--- config.mk ---
export PLATFORM = sky130hd
export DESIGN_NAME = fexp2_bf16
export DESIGN_NICKNAME = d
export VERILOG_FILES = /design/src/rtl/flog_pkg.sv /design/src/rtl/fexp2_lut.sv /design/src/rtl/fexp2_bf16.sv
export SDC_FILE = /design/constraint.sdc
export NUM_CORES = 1
export LEC_CHECK = 0
export BUFFER_PORTS_ARGS = -buffer_cell sky130_fd_sc_hd__buf_2
export CELL_PAD_IN_SITES_DETAIL_PLACEMENT = 0
export CELL_PAD_IN_SITES_GLOBAL_PLACEMENT = 1
export CORE_ASPECT_RATIO = 1.25
export CORE_MARGIN = 3
export CORE_UTILIZATION = 51
export DETAILED_ROUTE_END_ITERATION = 7
export PLACE_DENSITY_LB_ADDON = 0.08
export SLEW_MARGIN = 20
export SYNTH_ARGS = -nofsm -noshare
export SYNTH_HDL_FRONTEND = slang
export SYNTH_SLANG_ARGS = --single-unit
--- constraint.sdc ---
create_clock -name clk -period 8.97 [get_ports clk]
set_input_delay 1.794 -clock clk [delete_from_list [all_inputs] [get_ports clk]]
set_output_delay 1.794 -clock clk [all_outputs]
set_load 0.05 [all_outputs]
--- src/rtl/flog_pkg.sv ---
// Shared BFloat16 log2/exp2 definitions: operand widths, fixed-point formats,
// the fexp2 state encoding and the elaboration-time constants for the 2^(2^-k) ROM.
package flog_pkg;

    localparam int unsigned S_WIDTH     = 1;
    localparam int unsigned EXP_WIDTH   = 8;
    localparam int unsigned FRACT_WIDTH = 7;
    localparam int unsigned EXP_BIAS    = 127;

    localparam int unsigned FXP_INT  = 8;
    localparam int unsigned FXP_FRAC = 16;
    localparam int unsigned ACC_FRAC = 18;
    localparam int unsigned K_WIDTH  = $clog2(FXP_FRAC + 1);
    localparam int unsigned SQ_FRAC  = 30;

    localparam logic [FRACT_WIDTH-1:0] QNAN_FRACT = 7'b1000000;

    typedef enum logic [2:0] {
        FX_IDLE,
        FX_CONVERT,
        FX_ITER,
        FX_PACK,
        FX_DONE
    } fexp2_state_e;

    // Floor square root of a 64-bit integer (restoring digit-by-digit).
    function automatic logic [63:0] isqrt64(input logic [63:0] n);
        logic [63:0] op;
        logic [63:0] res;
        logic [63:0] one;
        op  = n;
        res = '0;
        one = 64'(1) << 62;
        for (int i = 0; i < 32; i++) begin
            if (op >= res + one) begin
                op  = op - (res + one);
                res = (res >> 1) + one;
            end else begin
                res = res >> 1;
            end
            one = one >> 2;
        end
        return res;
    endfunction

    // round(2^(2^-k) * 2^ACC_FRAC) via k repeated square roots of 2.0 at SQ_FRAC precision.
    function automatic logic [63:0] exp2_root_const(input int unsigned k);
        logic [63:0] v;
        v = 64'(2) << SQ_FRAC;
        for (int unsigned i = 0; i < k; i++) begin
            v = isqrt64(v << SQ_FRAC);
        end
        return (v + (64'(1) << (SQ_FRAC - ACC_FRAC - 1))) >> (SQ_FRAC - ACC_FRAC);
    endfunction

endpackage

--- src/rtl/fexp2_lut.sv ---
// Combinational ROM: iteration index k -> C_k = round(2^(2^-k) * 2^ACC_FRAC).
module fexp2_lut
    import flog_pkg::*;
(
    input  logic [K_WIDTH-1:0]  i_k,
    output logic [ACC_FRAC:0]   o_coef_c
);

    logic [ACC_FRAC:0] w_tab [FXP_FRAC+1];

    assign w_tab[0] = '0;

    for (genvar g = 1; g <= FXP_FRAC; g++) begin : g_tab
        localparam logic [ACC_FRAC:0] C_K = (ACC_FRAC+1)'(exp2_root_const(g));
        assign w_tab[g] = C_K;
    end

    always_comb begin
        o_coef_c = '0;
        if (i_k <= K_WIDTH'(FXP_FRAC)) begin
            o_coef_c = w_tab[i_k];
        end
    end

endmodule

--- src/rtl/fexp2_bf16.sv ---
// Iterative BFloat16 2^x unit (one shift-and-multiply per fraction bit).
// Optional macro FEXP2_EARLY_EXIT_EN: skip ITER for specials and integer x.
module fexp2_bf16
    import flog_pkg::*;
(
    input  logic                   clk,
    input  logic                   rst,
    input  logic [S_WIDTH-1:0]     sign,
    input  logic [EXP_WIDTH-1:0]   exponent,
    input  logic [FRACT_WIDTH-1:0] fractional,
    input  logic                   valid_i,
    output logic [S_WIDTH-1:0]     s_res_o,
    output logic [EXP_WIDTH-1:0]   e_res_o,
    output logic [FRACT_WIDTH-1:0] f_res_o,
    output logic                   valid_o
);

    localparam int unsigned XW         = FXP_INT + FXP_FRAC;
    localparam int unsigned MW         = FRACT_WIDTH + 1;
    localparam int unsigned AW         = ACC_FRAC + 1;
    localparam int unsigned EW2        = EXP_WIDTH + 2;
    localparam int unsigned SHIFT_BASE = EXP_BIAS + FRACT_WIDTH - FXP_FRAC;
    localparam int unsigned OVF_EXP    = EXP_BIAS + FXP_INT - 1;
    localparam int unsigned GUARD_BIT  = ACC_FRAC - 1 - FRACT_WIDTH;
    localparam logic signed [EW2-1:0] BEXP_INF = EW2'((1 << EXP_WIDTH) - 1);

    fexp2_state_e r_state, w_next;

    logic                   r_sign;
    logic [EXP_WIDTH-1:0]   r_exp;
    logic [FRACT_WIDTH-1:0] r_frac;
    logic                   r_spec;
    logic [EXP_WIDTH-1:0]   r_spec_e;
    logic [FRACT_WIDTH-1:0] r_spec_f;
    logic signed [FXP_INT-1:0] r_int;
    logic [FXP_FRAC-1:0]    r_fbits;
    logic [AW-1:0]          r_acc;
    logic [K_WIDTH-1:0]     r_k;

    logic [MW-1:0]          w_m;
    logic [XW-1:0]          w_mag;
    logic [XW-1:0]          w_x;
    logic                   w_lost;
    logic                   w_spec;
    logic [EXP_WIDTH-1:0]   w_spec_e;
    logic [FRACT_WIDTH-1:0] w_spec_f;
    logic [AW-1:0]          w_coef;
    logic [FRACT_WIDTH-1:0] w_mant;
    logic                   w_guard;
    logic                   w_sticky;
    logic [FRACT_WIDTH:0]   w_mant_r;
    logic signed [EW2-1:0]  w_bexp;
    logic [EXP_WIDTH-1:0]   w_pe;
    logic [FRACT_WIDTH-1:0] w_pf;

    fexp2_lut u_lut (
        .i_k      (r_k),
        .o_coef_c (w_coef)
    );

    // Operand to signed Q8.16, floor rounding: negative values with lost bits step down one LSB.
    assign w_m = {1'b1, r_frac};

    always_comb begin
        w_mag  = '0;
        w_lost = 1'b0;
        if (r_exp >= EXP_WIDTH'(SHIFT_BASE)) begin
            w_mag = XW'(w_m) << (r_exp - EXP_WIDTH'(SHIFT_BASE));
        end else begin
            w_mag  = XW'(w_m) >> (EXP_WIDTH'(SHIFT_BASE) - r_exp);
            w_lost = (w_mag << (EXP_WIDTH'(SHIFT_BASE) - r_exp)) != XW'(w_m);
        end
        w_x = r_sign ? (XW'(0) - w_mag - XW'(w_lost)) : w_mag;
    end

    always_comb begin
        w_spec   = 1'b1;
        w_spec_e = '0;
        w_spec_f = '0;
        if (r_exp == '1) begin
            if (r_frac != '0) begin
                w_spec_e = '1;
                w_spec_f = QNAN_FRACT;
            end else if (!r_sign) begin
                w_spec_e = '1;
            end
        end else if (r_exp == '0) begin
            w_spec_e = EXP_WIDTH'(EXP_BIAS);
        end else if (r_exp >= EXP_WIDTH'(OVF_EXP)) begin
            if (!r_sign) begin
                w_spec_e = '1;
            end
        end else begin
            w_spec = 1'b0;
        end
    end

    // Round-to-nearest-even on the accumulator and exponent range clamp.
    always_comb begin
        w_mant   = r_acc[ACC_FRAC-1 -: FRACT_WIDTH];
        w_guard  = r_acc[GUARD_BIT];
        w_sticky = |r_acc[GUARD_BIT-1:0];
        w_mant_r = (FRACT_WIDTH+1)'(w_mant) + (FRACT_WIDTH+1)'(w_guard & (w_sticky | w_mant[0]));
        w_bexp   = EW2'(r_int) + EW2'(EXP_BIAS) + EW2'(w_mant_r[FRACT_WIDTH]);
        w_pe     = '0;
        w_pf     = '0;
        if (w_bexp >= BEXP_INF) begin
            w_pe = '1;
        end else if (w_bexp > EW2'(0)) begin
            w_pe = w_bexp[EXP_WIDTH-1:0];
            w_pf = w_mant_r[FRACT_WIDTH-1:0];
        end
    end

    always_ff @(posedge clk or negedge rst) begin
        if (!rst) begin
            r_state <= FX_IDLE;
        end else begin
            r_state <= w_next;
        end
    end

    always_comb begin
        w_next = r_state;
        case (r_state)
            FX_IDLE:    if (valid_i) w_next = FX_CONVERT;
            FX_CONVERT: begin
`ifdef FEXP2_EARLY_EXIT_EN
                w_next = (w_spec || (w_x[FXP_FRAC-1:0] == '0)) ? FX_PACK : FX_ITER;
`else
                w_next = FX_ITER;
`endif
            end
            FX_ITER:    if (r_k == K_WIDTH'(FXP_FRAC)) w_next = FX_PACK;
            FX_PACK:    w_next = FX_DONE;
            FX_DONE:    if (!valid_i) w_next = FX_IDLE;
            default:    w_next = FX_IDLE;
        endcase
    end

    always_ff @(posedge clk or negedge rst) begin
        if (!rst) begin
            r_sign   <= 1'b0;
            r_exp    <= '0;
            r_frac   <= '0;
            r_spec   <= 1'b0;
            r_spec_e <= '0;
            r_spec_f <= '0;
            r_int    <= '0;
            r_fbits  <= '0;
            r_acc    <= '0;
            r_k      <= '0;
            s_res_o  <= '0;
            e_res_o  <= '0;
            f_res_o  <= '0;
            valid_o  <= 1'b0;
        end else begin
            valid_o <= (w_next == FX_DONE);
            case (r_state)
                FX_IDLE: begin
                    if (valid_i) begin
                        r_sign <= sign[0];
                        r_exp  <= exponent;
                        r_frac <= fractional;
                    end
                end
                FX_CONVERT: begin
                    r_spec   <= w_spec;
                    r_spec_e <= w_spec_e;
                    r_spec_f <= w_spec_f;
                    r_int    <= w_x[XW-1 -: FXP_INT];
                    r_fbits  <= w_x[FXP_FRAC-1:0];
                    r_acc    <= AW'(1) << ACC_FRAC;
                    r_k      <= K_WIDTH'(1);
                end
                FX_ITER: begin
                    if (r_fbits[FXP_FRAC-1]) begin
                        r_acc <= AW'(((2*AW)'(r_acc) * (2*AW)'(w_coef)) >> ACC_FRAC);
                    end
                    r_fbits <= r_fbits << 1;
                    r_k     <= r_k + K_WIDTH'(1);
                end
                FX_PACK: begin
                    s_res_o <= '0;
                    e_res_o <= r_spec ? r_spec_e : w_pe;
                    f_res_o <= r_spec ? r_spec_f : w_pf;
                end
                default: ;
            endcase
        end
    end

endmodule

Word-level counts from Yosys, hierarchy flattened
Memory sizes are Yosys's and may differ from the RTL's.
Cells that the tools add are included.
{ "op_classes": {"bitwise": 3, "order_cmp": 6, "n_eq_ne": 9, "mul": 1, "n_addsub": 8, "n_reduce_logical": 7, "mux": 30, "shifts": 3} }
{ "ops": {"columns": ["cell", "n"], "rows": [
  ["$mux 19", 4],
  ["$mux 8", 8],
  ["$mux 24", 2],
  ["$pmux 19 s2", 1],
  ["$mul 19x19->37", 1],
  ["$mux 7", 5],
  ["$pmux 16 s2", 1],
  ["$ne 24x8->1", 1],
  ["$shl 24x8->24", 1],
  ["$shl 8x8->24", 1],
  ["$shr 8x8->24", 1],
  ["$sub 1x24->24 const A", 1],
  ["$sub 24x1->24", 1],
  ["$pmux 3 s5", 1],
  ["$add 9x2->10", 1],
  ["$ge 10x9->1 const B", 1],
  ["$gt 10x1->1 const B", 1],
  ["$pmux 5 s2", 1],
  ["$reduce_or 10->1", 1],
  ["$add 8x8->9 const B", 1],
  ["$mux 3", 3],
  ["$add 7x1->8", 1],
  ["$eq 8x8->1 const B", 1],
  ["$ge 8x7->1 const B", 1],
  ["other kinds (20)", 26]
]} }
{ "totals": {"out_inout_bits": 17, "word_cells": 82, "in_bits": 19, "rom_bits": 608, "register_bits": 99, "memories": 1} }
{ "memory_table": {"columns": ["name", "words", "width", "rd", "rd_ports_with_merged_regs", "wr", "line_no", "text"], "rows": [
  ["(no name shown)", 32, 19, 1, 0, 0, "fexp2_lut.sv:21", "o_coef_c = w_tab[i_k];"]
]} }

Logic depth before layout (Yosys ltp)
{ "depth": {"word_depth": 9, "mapped_depth": 31, "mapped_depth_nobuf": 30} }

Hierarchy
A second synthesis with hierarchy kept.
{ "hier_totals": {"hier_cells": 2143, "hier_area_um2": 18207.5} }
{ "modules_own_cells": {"columns": ["module", "seq_area_each_um2", "area_per_inst_um2", "cells_each", "n_inst"], "rows": [
  ["fexp2_bf16", 2177.1, 17665.7, 2071, 1],
  ["fexp2_lut", 0.0, 541.8, 72, 1]
]} }

Worst setup path before layout
No wires, ideal clock.
{ "synth_timing": {"kind": "register to register", "startpoint": "register r_k[0]", "endpoint": "register r_acc[15]", "slack_ns": 1.039, "path_stages_with_launch": 25, "n_path_buf": 2, "setup_time_ns": 0.124, "arrival_time_ns": 7.807, "path_cell_list": "dfrtp_1 > clkbuf_1 > inv_1 > ha_1 > nor2_1 > a2111oi_0 > clkbuf_1 > nand2_1 > fa_1 > inv_1 > fa_1 > fa_1 > fa_1 > fa_1 > fa_1 > ha_1 > a21o_1 > a21o_1 > a21oi_1 > nor2b_1 > a311o_1 > a311o_1 > a21oi_2 > nor4b_1 > a211o_1"} }
{ "synth_between": {"elab_chain_cells": 8, "word_cells_on_any_way": 9, "cone_classes": "mul: 1; order compare: 1; mux: 5; bitwise: 1; memory: 1"} }
{ "synth_rtl": {"columns": ["element", "line_no", "text"], "rows": [
  ["start, declared", "fexp2_bf16.sv:38", "logic [K_WIDTH-1:0] r_k;"],
  ["start signal, assigned", "fexp2_bf16.sv:181", "r_k <= r_k + K_WIDTH'(1);"],
  ["$not 5->6 (not written as such)", "fexp2_lut.sv:21", null],
  ["$mem_v2 32x19", null, null],
  ["$mux 19 (not written as such) (2 in a row)", "fexp2_lut.sv:21", null],
  ["$mux 19 *", "fexp2_lut.sv:20", "if (i_k <= K_WIDTH'(FXP_FRAC)) begin"],
  ["$mul 19x19->37 *", "fexp2_bf16.sv:178", "r_acc <= AW'(((2*AW)'(r_acc) * (2*AW)'(w_coef)) >> ACC_FRAC);"],
  ["$mux 19 *", "fexp2_bf16.sv:177", "if (r_fbits[FXP_FRAC-1]) begin"],
  ["$pmux 19 s2 *", "fexp2_bf16.sv:159", "case (r_state)"],
  ["end signal, assigned", "fexp2_bf16.sv:173", "r_acc <= AW'(1) << ACC_FRAC;"],
  ["end signal, assigned", "fexp2_bf16.sv:178", null],
  ["end, declared", "fexp2_bf16.sv:37", "logic [AW-1:0] r_acc;"]
]} }
Every way passes the cells marked *; elsewhere a longest branch is shown, timed or not. The select of a mux whose other input is x is not followed.
A chain may end at the register's enable or synchronous reset.

Worst setup path after layout
{ "layout_timing": {"startpoint": "register r_k[1]", "endpoint": "register r_acc[15]"} }
Same word-level chain as after synthesis.

==> results.json <==
{
  "busiest_layer": "met2",
  "slowest_delay_ns": 0.87,
  "use_met1_pct": 34.1,
  "synth_warnings": 0,
  "yosys-top-cells-count": "inv_1 (379), nand2_1 (318), fa_1 (268)",
  "clockRootBuffer": "clkbuf_16",
  "netlist_instances": 2121,
  "io_pins": 36,
  "yosysMostFrequentCell": "inv_1",
  "place_hpwl_um": 36800,
  "fmaxAchievable_ghz": 0.121,
  "hp-start": "e_res_o[7]$_DFFE_PN0N_",
  "crit_path_end_kind": "register",
  "async_flop_share_pct": 100,
  "worst_ep_arrival_time_ns": 8.55,
  "synth_area_leader_cell": "fa_1",
  "hold_end": "e_res_o[7]$_DFFE_PN0N_",
  "fin_crit_sh_pct": 92.5,
  "drt_iter0_markers": 768,
  "path_common_cell": "fa_1",
  "setup_viol": 0,
  "track_usage_pct": 26.0,
  "clock-sinks": 87,
  "core-area_mm2": 0.0345,
  "grt_max_degree": 63,
  "yosysTopAreaCellShare_pct": 30.0,
  "cts.clk_slew.worst_paths_ns": 0.07,
  "routed_via_density": 5.60,
  "slew_headroom_pct": 29.6,
  "grt_util_met3_pct": 1.93,
  "grt_pass1_wl_um": 77800,
  "wirelength_um": 47700,
  "ff2ff_path_depth": 26,
  "synth_area_mm2": 0.0179,
  "post_drt_wl_per_cell_um": 18.6,
  "antenna_left": 0,
  "drive_gt1_share_pct": 6.73,
  "clock_path_buffers": 2,
  "route.detailed.drc": 0,
  "synth_edf_count": 0,
  "numPortBuffers": 34,
  "cp.required_ns": 9.22,
  "cap_violations": 0,
  "rrSetupSlack_ns": 0.67,
  "finalMaxSlewViolations": 0,
  "antenna_found_initial": 0,
  "critPathSlowestCell": "a311oi_2",
  "worstMarginPinSlew_ns": 1.06,
  "cp-start-kind": "register",
  "setup_tns_ns": 0,
  "diodes": 0,
  "grt_overflow_total": 0,
  "crit_type": "register to register",
  "cp_max_fo": 22,
  "hold_viol": 0,
  "fp.dieW_um": 173,
  "firstDrtPassIters": 5,
  "r2r_end": "r_acc[15]$_DFFE_PN0P_",
  "hold-path-cell-count": 2,
  "vias": 14400,
  "crit_start": "r_k[1]$_DFFE_PN0P_",
  "place_congestion": 0.890,
  "fin_skew_ns": 0.0167,
  "grt_pass1_vias": 14800,
  "synth_seq_area_share_pct": 12.2,
  "cts-resized-gates": 0,
  "syn2layout_area_growth_pct": 5.44,
  "h-tree-depth": 3,
  "avgSynthCellArea_um2": 8.42,
  "cts-buffers-inserted": 9,
  "met2_usage_pct": 45.9,
  "status": "completed",
  "synth.distinct_cells": 84,
  "ys_top_cells_by_area": "fa_1 (30%), dfrtp_1 (12%), ha_1 (12%)",
  "die_h_um": 215,
  "nets": 2548,
  "die_area_mm2": 0.0373,
  "r2r_start": "r_k[1]$_DFFE_PN0P_",
  "initial_core_util_pct": 51.7,
  "clk_latency_ns": 0.37,
  "ys_ff_latch": 87,
  "placementRows": 76,
  "rsz0062_at_grt": "no",
  "cts_tree": "done",
  "holdBufCountCts": 0,
  "post_cts.repair.setup_buffers": 0,
  "worstHoldPathType": "register to register",
  "syn_nets": 2579,
  "ys.flop_type": "dfrtp_1",
  "finalCriticalPeriod_ns": 8.30
}
## sequential cells by signal (all words and copies together), names as in the netlist
name,count
r_spec_f,1
r_int,8
r_k,5
r_frac,7
r_acc,19
e_res_o,8
r_spec,1
r_exp,8
valid_o,1
f_res_o,7
r_spec_e,2
r_sign,1
r_fbits,16
r_state,3
## cell type report
type	instances	area [µm²]
clock buffer	10	229
clock inverter	6	52.6
fill	3334	15700
inverter	380	1430
multi-input combinational	1533	13800
sequential	87	2180
tap	468	586
timing repair buffer	79	510
## placed cells by master (no fill, tap or decap), types with 46 or more instances in the layout
cell type / Yosys / layout
and2_1: 99 / 99
dfrtp_1: 87 / 87
inv_1: 379 / 379
nand2_1: 318 / 317
ha_1: 171 / 171
nor2_1: 80 / 79
buf_4: 1 / 46
fa_1: 268 / 268
a21oi_1: 68 / 68
o21ai_0: 88 / 88
## worst max-delay path, delay by kind of cell, from the launching register on
family                     cells  cell delay, ns
adders and majority gates      8            3.47
AOI/OAI and AO/OA             10            3.15
buffers and inverters          5            0.67
DFF                            1            0.50
and+or+nand+nor                3            0.40
## layer usage
layer  part of all wire, %  vias to the layer above
met5                     0                        -
met4                   2.6                        0
met3                   3.8                       74
met2                    50                      325
met1                    43                     7276
li1                      -                     6688
## worst max-delay path by stage
stage                            end  cells past startpoint
6_report       r_acc[15]$_DFFE_PN0P_                     26
5_1_grt        r_acc[15]$_DFFE_PN0P_                     26
4_1_cts        r_acc[15]$_DFFE_PN0P_                     26
3_5_place_dp   r_acc[15]$_DFFE_PN0P_                     26
3_3_place_gp   r_acc[15]$_DFFE_PN0P_                     26
2_1_floorplan  r_acc[15]$_DFFE_PN0P_                     24
## per-stage QoR
| stage | hold slack, ns | util [%] | cell area, µm² | std cells | setup WS [ns] |
|---|---|---|---|---|---|
| CTS | 0.487 | 54.5 | 18800 | 2563 | 0.644 |
| finish | 0.485 | 54.6 | 18800 | 2563 | 0.672 |
| global route | 0.518 | 54.6 | 18800 | 2563 | 0.283 |
| floorplan | 0.447 | - | 17900 | 2121 | 1.04 |
| global placement | 0.463 | 53.7 | 18500 | 2547 | 0.784 |
| detailed placement | 0.466 | 53.7 | 18500 | 2547 | 0.646 |
## cell families (layout without fill, tap and decap cells)
family	Yosys count	count (layout)	synth area share (%)
simple gates	694	694	18.8
other cells	1	1	0.0210
compound gates	307	307	11.3
flops	87	87	12.2
fa+ha+maj	439	439	42.0
xor+xnor	55	55	2.74
mux	37	37	2.34
buf+inv	501	475	10.6
Power is not shown: default switching activity piles up to over one toggle a cycle in this logic, so the estimate is an artifact.
